===== src/rtl/char_motion_ctrl.sv =====
// char_motion_ctrl
//   Moves a game character on a pixel grid once per game tick. A free-running
//   divider produces an update edge every TICK_DIV+1 sys_clk cycles. On each
//   update the column moves left/right by one pixel and the row follows a
//   small GROUND / RISE / FALL jump state machine. Y grows downward.
//
// Ports
//   sys_clk    in   single clock
//   rst        in   synchronous active-high reset
//   mov[3:0]   in   keypad {up, down, left, right}; down is ignored
//   blk_left   in   cell left of the character is solid
//   blk_right  in   cell right of the character is solid
//   blk_above  in   cell above the character is solid
//   blk_below  in   cell below the character is solid
//   char_X     out  registered character column (0..X_MAX)
//   char_Y     out  registered character row (0..GROUND_Y)
//   state      out  0 GROUND, 1 RISE, 2 FALL
//   tick       out  one-cycle pulse in the cycle after each update
module char_motion_ctrl #(
  parameter int         TICK_DIV = 499999,
  parameter logic [9:0] X_MAX    = 10'd480,
  parameter logic [9:0] X_INIT   = 10'd1,
  parameter logic [9:0] GROUND_Y = 10'd400,
  parameter logic [9:0] JUMP_H   = 10'd48
) (
  input  logic       sys_clk,
  input  logic       rst,
  input  logic [3:0] mov,
  input  logic       blk_left,
  input  logic       blk_right,
  input  logic       blk_above,
  input  logic       blk_below,
  output logic [9:0] char_X,
  output logic [9:0] char_Y,
  output logic [1:0] state,
  output logic       tick
);

  localparam logic [1:0] ST_GROUND = 2'd0;
  localparam logic [1:0] ST_RISE   = 2'd1;
  localparam logic [1:0] ST_FALL   = 2'd2;

  // A zero divider still needs a one-bit counter.
  localparam int            CW      = (TICK_DIV > 0) ? $clog2(TICK_DIV + 1) : 1;
  localparam logic [CW-1:0] CNT_MAX = CW'(TICK_DIV);

  logic [CW-1:0] cnt;
  logic [9:0]    rise_cnt;
  logic          update;
  logic          left_only;
  logic          right_only;
  logic [9:0]    x_nxt;
  logic [9:0]    y_nxt;
  logic [1:0]    state_nxt;
  logic [9:0]    rise_nxt;

  // The down key has no function in this game.
  logic unused_down;
  assign unused_down = mov[2];

  assign update     = (cnt == CNT_MAX);
  assign left_only  = mov[1] & ~mov[0];
  assign right_only = mov[0] & ~mov[1];

  // Next position and jump state, used only on update edges. Horizontal and
  // vertical moves are independent and both read the current registers.
  always_comb begin
    x_nxt     = char_X;
    y_nxt     = char_Y;
    state_nxt = state;
    rise_nxt  = rise_cnt;

    if (left_only && (char_X != 10'd0) && !blk_left) begin
      x_nxt = char_X - 10'd1;
    end else if (right_only && (char_X < X_MAX) && !blk_right) begin
      x_nxt = char_X + 10'd1;
    end

    case (state)
      ST_GROUND: begin
        // Walking off a ledge takes priority over starting a jump.
        if (!blk_below && (char_Y < GROUND_Y)) begin
          state_nxt = ST_FALL;
          y_nxt     = char_Y + 10'd1;
        end else if (mov[3]) begin
          state_nxt = ST_RISE;
          rise_nxt  = 10'd0;
        end
      end
      ST_RISE: begin
        // The up key is not consulted here, so a jump always runs its course.
        if (blk_above || (char_Y == 10'd0) || (rise_cnt == JUMP_H)) begin
          state_nxt = ST_FALL;
        end else begin
          y_nxt    = char_Y - 10'd1;
          rise_nxt = rise_cnt + 10'd1;
        end
      end
      ST_FALL: begin
        // >= guards against ever moving below the floor row.
        if (blk_below || (char_Y >= GROUND_Y)) begin
          state_nxt = ST_GROUND;
        end else begin
          y_nxt = char_Y + 10'd1;
        end
      end
      default: begin
        state_nxt = ST_FALL;
      end
    endcase
  end

  // Divider, tick pulse and position registers. Reset wins over an update
  // that happens to fall on the same edge.
  always_ff @(posedge sys_clk) begin
    if (rst) begin
      cnt      <= '0;
      char_X   <= X_INIT;
      char_Y   <= GROUND_Y;
      state    <= ST_GROUND;
      rise_cnt <= 10'd0;
      tick     <= 1'b0;
    end else begin
      tick <= update;
      if (update) begin
        cnt      <= '0;
        char_X   <= x_nxt;
        char_Y   <= y_nxt;
        state    <= state_nxt;
        rise_cnt <= rise_nxt;
      end else begin
        cnt <= cnt + CW'(1);
      end
    end
  end

endmodule


===== config.mk =====
export PLATFORM = sky130hd
export DESIGN_NAME = char_motion_ctrl
export DESIGN_NICKNAME = d
export VERILOG_FILES = /design/src/rtl/char_motion_ctrl.sv
export SDC_FILE = /design/constraint.sdc
export NUM_CORES = 1
export LEC_CHECK = 0
export BUFFER_PORTS_ARGS = -buffer_cell sky130_fd_sc_hd__buf_2
export CAP_MARGIN = 20
export CORE_MARGIN = 2
export CORE_UTILIZATION = 59
export CTS_CLUSTER_SIZE = 25
export DETAILED_ROUTE_END_ITERATION = 10
export GPL_TIMING_DRIVEN = 0
export PLACE_DENSITY = 0.77
export REMOVE_ABC_BUFFERS = 1
export SYNTH_ARGS = -nofsm -noshare
export SYNTH_HDL_FRONTEND = slang
export SYNTH_SLANG_ARGS = --single-unit

===== constraint.sdc =====
create_clock -name sys_clk -period 4.15 [get_ports sys_clk]
set_input_delay 0.6225 -clock sys_clk [delete_from_list [all_inputs] [get_ports sys_clk]]
set_output_delay 0.6225 -clock sys_clk [all_outputs]
set_load 0.05 [all_outputs]

# After elaboration in Yosys (flattened, before gate mapping)
# Cells that the tools add are included.
[word_totals] ff_bits=52 in_bits=10 output_inout_bits=23 word_cells=68
[op_classes] n_addsub=6 order_cmp=3 n_eq_ne=12 mux=15 n_bitwise=4 reduce_logical=22
[op_table] op="2-to-1 mux 10 bit" count=8
[op_table] op="adder 10 x 1 -> 10 bit, second input constant" count=3
[op_table] op="case mux 10 bit (3 select lines)" count=1
[op_table] op="< comparator 10 x 9 -> 1 bit, second input constant" count=2
[op_table] op="case mux 10 bit (2 select lines)" count=1
[op_table] op="subtractor 10 x 1 -> 10 bit, second input constant" count=2
[op_table] op="adder 19 x 1 -> 19 bit, second input constant" count=1
[op_table] op="equality test 19 bit, second input constant" count=1
[op_table] op="inequality test 2 bit, second input constant" count=7
[op_table] op="equality test 10 x 6 -> 1 bit, second input constant" count=1
[op_table] op=">= comparator 10 x 9 -> 1 bit, second input constant" count=1
[op_table] op="zero test 10 bit" count=1
[op_table] op="AND reduction 5 bit" count=2
[op_table] op="nonzero test 10 bit" count=1
[op_table] op="2-to-1 mux 2 bit" count=4
[op_table] op="case mux 2 bit (3 select lines)" count=1
[op_table] op="logical AND 1 bit" count=5
[op_table] op="AND reduction 4 bit" count=1
[op_table] op="nonzero test 2 bit" count=2
[op_table] op="zero test 1 bit" count=3
[op_table] op="logical OR 1 bit" count=3
[op_table] op="inequality test 3 bit, second input constant" count=1
[op_table] op="nonzero test 3 bit" count=1
[op_table] op="AND 1 bit" count=2
[op_table] op="other kinds (6)" count=7

# Logic depth before layout (Yosys ltp)
[logic_depth] depth_word=6 depth_mapped=10 ltp_nobuf=9

# Worst setup path after synthesis
# Ideal clock, no wire load.
[synth_path] path_type="in2reg" from="in mov[0]" to="reg char_X[9]" setup_time_ns=0.070 arrival_ns=3.149 required_ns=4.080 path_slack_ns=0.931 stages=9 n_path_buf=0 cell_sequence="or3b_1 -> a31oi_1 -> ha_1 -> a211oi_1 -> o211ai_1 -> a41oi_1 -> xor2_1 -> or3_1 -> a21oi_1"
[synth_between] elab_chain_cells=6 word_cells_on_any_way=10 classes_between="mux (1); bitwise (3); reduce/logical (6)"
[synth_lines] item="from (decl)" line="28" rtl="input logic [3:0] mov,"
[synth_lines] item="NOT 1 bit" line="62" rtl="assign left_only = mov[1] & ~mov[0];"
[synth_lines] item="AND 1 bit" line="62"
[synth_lines] item="logical AND 1 bit (2 in a row)" line="73" rtl="if (left_only && (char_X != 10'd0) && !blk_left) begin"
[synth_lines] item="nonzero test 2 bit (no source line)"
[synth_lines] item="AND reduction 2 bit (no source line)"
[synth_lines] item="to (signal assigned)" line="127" rtl="char_X <= x_nxt;"
[synth_lines] item="to (decl)" line="33" rtl="output logic [9:0] char_X,"
# Parallel ways exist; a longest one is shown, timed or not.
# A chain may end at the register's enable or synchronous reset.

# Final worst setup path
# Ends and elaborated chain as after synthesis.

==> results.json <==
{
  "status": "completed",
  "critPathLaunchType": "primary input",
  "cap_violations": 0,
  "totalPowerFinal_mw": 0.873,
  "io_buffers": 31,
  "fin_ws_ns": 0.726,
  "max_freq_ghz": 0.292,
  "drc": 0,
  "p_int_mw": 0.687,
  "rrSetupSlack_ns": 0.89,
  "cts_buffer_depth": 2,
  "cts_buffers": 5,
  "clock-sinks": 52,
  "irDropWorstVdd_mv": 0.170,
  "grt_pass1_wl_um": 10300,
  "die_w_um": 75.7,
  "ys_types": 54,
  "die_area_mm2": 0.00573,
  "timing.final.crit_share_pct": 82.5,
  "clockPowerShare_pct": 38.4,
  "dp_hpwl_um": 4450,
  "hp-class": "register to register",
  "skew_ns": 0.0126,
  "dp_cells": 448,
  "grt.total_usage_pct": 23.4,
  "crit_type": "primary input to register",
  "post_dp_cell_area_mm2": 0.00324,
  "htreeDepth": 2,
  "fin_area_mm2": 0.00334,
  "syn_to_final_growth_pct": 9.98,
  "seqPwrFrac_pct": 57.6,
  "diodes": 0,
  "power_switching_mw": 0.185,
  "powerDensity_mw_per_mm2": 262,
  "min_period_ns": 3.42,
  "die_y_um": 75.7,
  "required_ns": 4.39,
  "postCtsSetupRepairBufs": 0,
  "hold_violations": 0,
  "dp_worst_setup_slack_ns": 0.414,
  "drtIter0Drc": 110,
  "finalMaxSlewViolations": 0,
  "routed_wl_um": 6140,
  "first_global_vias": 2327,
  "pwr-share-comb_pct": 4.0,
  "synth-seq-cells": 52,
  "maxSlewHeadroom_pct": 27.3,
  "worst_pin_slew_ns": 1.09,
  "overflow": 0,
  "cts_tree": "done",
  "post_drt_via_cell_ratio": 5.76,
  "antenna_found_initial": 0,
  "cts_hold_buf": 0,
  "yosys_most_used_dff": "dfxtp_1",
  "final_cells": 454,
  "setup_viol": 0,
  "syn_area_per_cell_um2": 8.54,
  "ant_nets": 0,
  "setup_tns_ns": 0,
  "cellLeakagePower_nw": 1.39,
  "wl_per_cell_um": 13.5,
  "final_util_pct": 66.2,
  "switching_share_pct": 21.2,
  "async_reset_ff_share_pct": 0,
  "drive_gt1_share_pct": 11.7,
  "grt_max_degree": 28,
  "syn_area_mm2": 0.00303,
  "insertion_delay_ns": 0.31,
  "place.gp.congestion": 0.792,
  "initial_core_util_pct": 60.1,
  "synth-edff-count": 0,
  "synth.yosys.seq_area_share_pct": 34.3,
  "cp_max_fo": 11,
  "cp-end-kind": "register",
  "clk_pin_slew_ns": 0.10,
  "arrival_ns": 3.67,
  "io_pins": 33,
  "synth_cells": 355,
  "yosysWarnings": 0,
  "dr.pass1.iters": 4,
  "postCtsResizedCells": 0,
  "root_buffer": "clkbuf_8",
  "vias": 2614,
  "rsz0062_at_grt": "false",
  "whs_ns": 0.459,
  "core_mm2": 0.00504,
  "num_rows": 26,
  "nets": 416
}
-- layout make-up --
cell class / count / area (um2)
flip-flops and latches: 52 / 1040
clock inverters: 1 / 30.0
inverters: 10 / 37.5
clock buffers: 5 / 68.8
well taps: 70 / 87.6
multi-input cells: 285 / 1920
fillers: 472 / 1710
repair buffers: 31 / 155
-- cell families after synthesis --
group | Yosys count | share of synthesized area (%)
adders and majority gates | 21 | 9.16
buffers and inverters | 18 | 2.52
muxes | 8 | 2.64
AOI/OAI and AO/OA | 70 | 14.8
and+or+nand+nor | 149 | 25.9
xor gates and xnor gates | 37 | 10.7
DFF | 52 | 34.3
-- final timing paths --
path	from	to	cells past startpoint
max	mov[0]	char_X[9]$_SDFFE_PP0P_	10
min	cnt[0]$_SDFF_PP0_	cnt[0]$_SDFF_PP0_	1
max reg2reg	char_X[0]$_SDFFE_PP1P_	char_X[9]$_SDFFE_PP0P_	9
min reg2reg	cnt[0]$_SDFF_PP0_	cnt[0]$_SDFF_PP0_	1
-- per-layer routing --
layer / share of wire [%] / vias to the layer above / GRT usage (%)
li1: - / 1336 / -
met1: 48 / 1225 / 30.8
met2: 48 / 47 / 39.2
met3: 3.3 / 6 / 4.37
met4: 1.0 / 0 / 6.82
met5: 0 / - / 0
-- cell usage after synthesis (5+ instances only) --
| library cell | instances | area, um2 |
|---|---|---|
| nor4_1 | 6 | 37.5 |
| a21o_1 | 6 | 45.0 |
| ha_1 | 19 | 238 |
| xnor2_1 | 18 | 158 |
| mux2i_1 | 8 | 80.1 |
| and2_1 | 6 | 37.5 |
| a21oi_1 | 22 | 110 |
| o21ai_0 | 13 | 65.1 |
| nor3_1 | 9 | 45.0 |
| nand3_1 | 7 | 35.0 |
| and3_1 | 7 | 43.8 |
| inv_1 | 9 | 33.8 |
| nor2_1 | 48 | 180 |
| nand4_1 | 11 | 68.8 |
| a31oi_1 | 5 | 31.3 |
| or3_1 | 7 | 43.8 |
| nand2_1 | 28 | 105 |
| xor2_1 | 19 | 166 |
| dfxtp_1 | 52 | 1040 |
-- critical path, cell delays in order --
cell	delay, ns
buf_2	0.10
or3b_1	0.37
a31oi_1	0.80
ha_1	0.41
a211oi_1	0.33
o211ai_1	0.17
a41oi_1	0.28
xor2_1	0.10
or3_1	0.34
a21oi_1	0.13
-- registers in the layout, indices dropped and copies added, names as in the netlist --
register and cells:
state 2, cnt 19, rise_cnt 10, tick 1
char_Y 10, char_X 10
-- placed cells by master (no fill, tap or decap), drive strengths merged, types with 2 or more instances in the layout --
cell type,Yosys,routed
and3,7,7
nand2b,3,3
or3,7,7
o21bai,2,2
nor2,49,49
nand3,9,9
buf,6,31
a21o,6,6
nor4,6,6
a211oi,3,3
a21oi,22,22
and4,3,3
nand4,11,11
o2111ai,2,2
dfxtp,52,52
nand3b,2,2
xnor2,18,18
ha,19,19
mux2i,8,8
nor4b,3,3
nor3,10,10
o311a,2,2
inv,10,10
fa,2,2
nand2,28,28
xor2,19,19
o21ai,14,14
o211ai,3,3
clkbuf,2,5
a31oi,5,5
and2,6,6
a41oi,2,2
-- power by group through the flow --
stage          logic, mW  clock network (mW)  registers (mW)
6_report          0.0349               0.335           0.503
5_1_grt           0.0390               0.361           0.503
4_1_cts           0.0352               0.341           0.503
3_5_place_dp      0.0349                   0           0.514
3_3_place_gp      0.0338                   0           0.514
2_1_floorplan     0.0211                   0           0.514
Power figures use the tool's default switching activity.
